`src/rtl/mag_comp_pkg.sv`:
```
// Shared definitions for the magnitude-compare pipeline: the 2-bit result
// encoding, its decode to one-hot flags, and the default widths.
package mag_comp_pkg;

    typedef enum logic [1:0] {
        RES_EQ = 2'd0,
        RES_LT = 2'd1,
        RES_GT = 2'd2
    } res_e;

    localparam int DEF_WIDTH = 8;
    localparam int DEF_CNT_W = 16;

    typedef struct packed {
        logic gt;
        logic lt;
        logic eq;
    } flags_t;

    // Code 3 is never produced by the core; it falls into the eq arm so the
    // decoded flags stay one-hot under any encoding.
    function automatic flags_t decode_res(input res_e r);
        flags_t f;
        f = '0;
        case (r)
            RES_GT:  f.gt = 1'b1;
            RES_LT:  f.lt = 1'b1;
            default: f.eq = 1'b1;
        endcase
        return f;
    endfunction

endpackage

```
`src/rtl/mag_comp_core.sv`:
```
// Purely combinational WIDTH-bit magnitude compare, signed or unsigned,
// producing the shared 2-bit result encoding.
module mag_comp_core
    import mag_comp_pkg::*;
#(
    parameter int WIDTH = DEF_WIDTH
) (
    input  logic [WIDTH-1:0] a,
    input  logic [WIDTH-1:0] b,
    input  logic             signed_mode,
    output logic [1:0]       res
);

    logic signed [WIDTH:0] a_ext;
    logic signed [WIDTH:0] b_ext;

    // One guard bit: sign-extend in signed mode, zero-extend otherwise, so a
    // single signed comparator serves both modes.
    assign a_ext = {signed_mode & a[WIDTH-1], a};
    assign b_ext = {signed_mode & b[WIDTH-1], b};

    always_comb begin
        res = RES_EQ;
        if (a_ext > b_ext) begin
            res = RES_GT;
        end else if (a_ext < b_ext) begin
            res = RES_LT;
        end
    end

endmodule

```
`src/rtl/mag_comp_pipe.sv`:
```
// Single-register valid/ready compare stage with saturating per-result
// counters; the compare itself lives in mag_comp_core.
module mag_comp_pipe
    import mag_comp_pkg::*;
#(
    parameter int WIDTH = DEF_WIDTH,
    parameter int CNT_W = DEF_CNT_W
) (
    input  logic             clk,
    input  logic             rst_n,
    input  logic             in_valid,
    output logic             in_ready,
    input  logic [WIDTH-1:0] a,
    input  logic [WIDTH-1:0] b,
    input  logic             signed_mode,
    input  logic             clr,
    output logic             out_valid,
    input  logic             out_ready,
    output logic             gt,
    output logic             lt,
    output logic             eq,
    output logic [CNT_W-1:0] gt_cnt,
    output logic [CNT_W-1:0] lt_cnt,
    output logic [CNT_W-1:0] eq_cnt
);

    localparam logic [CNT_W-1:0] CNT_ONE = CNT_W'(1);

    function automatic logic [CNT_W-1:0] sat_inc(input logic [CNT_W-1:0] v,
                                                  input logic             en);
        return (en && !(&v)) ? v + CNT_ONE : v;
    endfunction

    logic [1:0]       core_res;
    flags_t           core_flags;
    logic             in_xfer;
    logic             out_xfer;

    logic             out_valid_q, out_valid_d;
    flags_t           flags_q, flags_d;
    logic [CNT_W-1:0] gt_cnt_q, gt_cnt_d;
    logic [CNT_W-1:0] lt_cnt_q, lt_cnt_d;
    logic [CNT_W-1:0] eq_cnt_q, eq_cnt_d;

    mag_comp_core #(
        .WIDTH (WIDTH)
    ) u_core (
        .a           (a),
        .b           (b),
        .signed_mode (signed_mode),
        .res         (core_res)
    );

    assign core_flags = decode_res(res_e'(core_res));

    // Back-pressure passes straight through: the single slot frees up in the
    // same cycle the consumer takes it.
    assign in_ready = !out_valid_q || out_ready;
    assign in_xfer  = in_valid && in_ready;
    assign out_xfer = out_valid_q && out_ready;

    always_comb begin
        out_valid_d = out_valid_q;
        flags_d     = flags_q;
        if (in_xfer) begin
            out_valid_d = 1'b1;
            flags_d     = core_flags;
        end else if (out_xfer) begin
            out_valid_d = 1'b0;
            flags_d     = '0;
        end
    end

    // clr takes priority over a simultaneous accept.
    always_comb begin
        gt_cnt_d = gt_cnt_q;
        lt_cnt_d = lt_cnt_q;
        eq_cnt_d = eq_cnt_q;
        if (clr) begin
            gt_cnt_d = '0;
            lt_cnt_d = '0;
            eq_cnt_d = '0;
        end else if (in_xfer) begin
            gt_cnt_d = sat_inc(gt_cnt_q, core_flags.gt);
            lt_cnt_d = sat_inc(lt_cnt_q, core_flags.lt);
            eq_cnt_d = sat_inc(eq_cnt_q, core_flags.eq);
        end
    end

    always_ff @(posedge clk or negedge rst_n) begin
        if (!rst_n) begin
            out_valid_q <= 1'b0;
            flags_q     <= '0;
            gt_cnt_q    <= '0;
            lt_cnt_q    <= '0;
            eq_cnt_q    <= '0;
        end else begin
            out_valid_q <= out_valid_d;
            flags_q     <= flags_d;
            gt_cnt_q    <= gt_cnt_d;
            lt_cnt_q    <= lt_cnt_d;
            eq_cnt_q    <= eq_cnt_d;
        end
    end

    assign out_valid = out_valid_q;
    assign gt        = flags_q.gt;
    assign lt        = flags_q.lt;
    assign eq        = flags_q.eq;
    assign gt_cnt    = gt_cnt_q;
    assign lt_cnt    = lt_cnt_q;
    assign eq_cnt    = eq_cnt_q;

endmodule

```
`config.mk`:
```
export PLATFORM = sky130hd
export DESIGN_NAME = mag_comp_pipe
export DESIGN_NICKNAME = d
export VERILOG_FILES = /design/src/rtl/mag_comp_pkg.sv /design/src/rtl/mag_comp_core.sv /design/src/rtl/mag_comp_pipe.sv
export SDC_FILE = /design/constraint.sdc
export NUM_CORES = 1
export LEC_CHECK = 0
export ABC_AREA = 1
export BUFFER_PORTS_ARGS = -buffer_cell sky130_fd_sc_hd__buf_2
export CAP_MARGIN = 20
export CORE_ASPECT_RATIO = 1.1
export CORE_MARGIN = 3
export CORE_UTILIZATION = 38
export DETAILED_ROUTE_END_ITERATION = 10
export GPL_TIMING_DRIVEN = 0
export PLACE_DENSITY = 0.68
export SYNTH_ARGS = -nofsm -noshare
export SYNTH_HDL_FRONTEND = slang
export SYNTH_SLANG_ARGS = --single-unit
```
`constraint.sdc`:
```
create_clock -name clk -period 2.7 [get_ports clk]
set_input_delay 0.135 -clock clk [delete_from_list [all_inputs] [get_ports clk]]
set_output_delay 0.135 -clock clk [all_outputs]
set_load 0.1 [all_outputs]
```
==> impl_results.md <==
- Status: complete, no violations
- Gr ovfl total: 0
- Gr busiest metal: met2
- Vias: 3,546
- FF+latch count, synth: 52
- Die X-Extent: 100 um
- Max-slew headroom: 64.0%
- Drt pass-1 iters: 4
- Initial antenna violation count: 0
- Fillers: 949
- Cell Pwr Density: 424 nW/um^2
- # hold bufs at CTS: 1
- Critical-path top delay cell: dfrtp_1
- Met1 usage: 22.6%
- Cell Area, Synth: 3710 um^2
- Routed len/inst: 13.4 um
- Met2 GRT Util: 31.1%
- Final Max Tran Viols: 0
- Measured slew at the worst slew-check pin: 0.540 ns
- Met3 usage: 2.92%
- Delay-heaviest family, CP: simple AND/OR/NAND/NOR gates
- Min Tclk post-route: 1.97 ns
- Die Span Y: 110 um
- Leakage: 2.19 nW
- Resized Gates After CTS: 0
- Count of cell types in the netlist: 40
- RD Place Congestion: 0.878
- Nets: 602
- WP buf/inv: 1
- Critical path type: flip-flop to flip-flop
- Tcrit/Tclk final: 72.9%
- Root Driver: clkbuf_8
- Post-Synthesis Cells: 487
- Vias/cell: 5.17
- P&R area growth vs syn: 17.3%
- RSZ-0062 raised after global routing: no
- Die area: 11,000 um^2
- IO Count: 75
- CP required: 2.90 ns
- Post-DP HPWL: 7.04 mm
- Antenna-violating nets left: 0
- Fin. Hold Viols: 0
- Synth warn: 0
- Arr. time, crit path: 2.17 ns
- GRT Overall Usage: 17.6%
- Largest net degree at the start of global routing: 36
- Final Setup Violations: 0
- Worst setup EP type: flip-flop
- First-iteration detailed-routing DRC count: 174
- Fmax: 508 MHz
- Sequential area share after synthesis: 35.1%
- CTS Buffer Depth: 2
- Core Rows: 37
- Worst-Skew Late Latency: 0.30 ns
- Critical path cell sequence: ha_1 -> nand3_1 -> nor3_1 -> nand2_1 -> nand4_1 -> nand2_2 -> buf_4 -> nand3_1 -> nand2_1
- Core area: 9440 um^2
- Antenna cells: 0
- Final wirelength: 9.22 mm
- Mapped Nets: 520
- Clk sinks: 52
- HP Class: input port to flip-flop
- TritonCTS clock tree: done
- Initial Utilization: 39.3%
- Post-Syn Area per Cell: 7.62 um^2
- Slowest stage delay, CP: 0.45 ns
- Sum Neg Setup Slack: 0 ns
- First-pass GRT wire length: 16.0 mm
- Commonest non-fill, non-tap cell in the layout: nand2_1
- CP max FO: 10
- CTS H-tree depth: 2
- Layout cells sized above 1: 27.6%
- Setup Fix Bufs, Post-CTS: 0
- Leading cell types in the layout, fill and taps excluded: nand2_1, buf_2, nand3_1
- CTS Buf Count: 5
- Clock transition at path regs: 0.10 ns
- Max Cap Viol: 0
- Worst clock skew: 0.0123 ns
- # port buffers: 73
- DRC viols: 0
- Peak VDD IR: 245 uV
- Vias in the first global route: 3,475
- Fin area: 4350 um^2
- Area after DPL: 4240 um^2
- Setup crit start kind: flip-flop
-- Yosys cell counts (all sizes together) --
cell type  instances  area share [%]
o21ai             29             4.8
xnor2              5             1.2
nor4               4            0.67
inv               45             4.6
nor3b              2            0.40
buf               12             3.0
or2                6             1.0
nor3              10             1.9
nand3b             1            0.20
ha                11             3.7
a21o               2            0.40
nand3             71              11
dfrtp             52              35
nand2            131              15
o31ai              1            0.20
a211o              1            0.24
nand4             14             3.1
a21oi              1            0.13
a31o               2            0.47
xor2              25             5.9
clkbuf             5            0.51
o211ai             3            0.61
nor2              54             5.9
-- final timing paths --
check / from / to / slack (ns) / cells after the start
worst max-delay path: gt_cnt[0] / gt_cnt[10] / 0.73 / 9
max in group asynchronous: rst_n / eq_cnt[15] / 1.85 / 3
worst min-delay path: in_valid / out_valid / 0.06 / 3
min in group asynchronous: rst_n / lt_cnt[8] / 0.31 / 2
worst max register to register: gt_cnt[0] / gt_cnt[10] / 0.73 / 9
worst min register to register: lt / lt / 0.49 / 2
-- worst reg2reg max path, delay by kind of cell, from the launching register on --
family | cells | cell delay [ns]
buffers and inverters | 1 | 0.21
and+or+nand+nor | 7 | 0.93
adders and majority gates | 1 | 0.30
DFF | 1 | 0.45
-- metal layers --
metal | share of wire (%) | vias to the layer above
li1 | - | 1758
met1 | 45 | 1698
met2 | 49 | 84
met3 | 4.7 | 6
met4 | 1.1 | 0
met5 | 0 | -
-- cell type report --
cell class | instances | area, um^2 | area share [%]
sequential | 52 | 1300 | 29.9
inverter | 45 | 169 | 3.88
timing repair buffer | 75 | 395 | 9.09
buffer | 17 | 129 | 2.96
clock buffer | 7 | 96.3 | 2.22
tap | 117 | 146 | 3.37
multi-input combinational | 373 | 2110 | 48.6
-- registers in the layout (all words and copies together) (netlist names) --
signal     flops
eq             1
eq_cnt        16
gt             1
gt_cnt        16
lt             1
lt_cnt        16
out_valid      1
-- kinds of logic after synthesis --
| logic type | share of synthesized area [%] |
|---|---|
| AND/OR/NAND/NOR | 39.2 |
| buffers and inverters | 8.03 |
| flip-flops | 35.1 |
| AO/OA/AOI/OAI | 6.88 |
| XOR/XNOR | 7.08 |
| adder cells (fa/ha/maj) | 3.71 |
-- metrics by stage --
step,util (%),hold WS (ns),setup WS [ns],instances,total power (W)
after floorplan,-,-0.161,0.131,487,0.00125
after global placement,44.7,0.351,0.762,677,0.00136
after detailed placement,44.9,0.104,0.732,678,0.00137
after CTS,46.1,0.0440,0.714,686,0.00187
after global routing,46.1,0.0548,0.529,686,0.00194
final,46.1,0.0552,0.732,686,0.00184
-- where the power goes --
| group | internal, W | switching, W |
|---|---|---|
| Clock | 0.000229 | 0.000258 |
| Sequential | 0.000804 | 0.0000324 |
| Combinational | 0.000118 | 0.000400 |
| Total | 0.00115 | 0.000691 |
(Power assumes the default switching activity.)
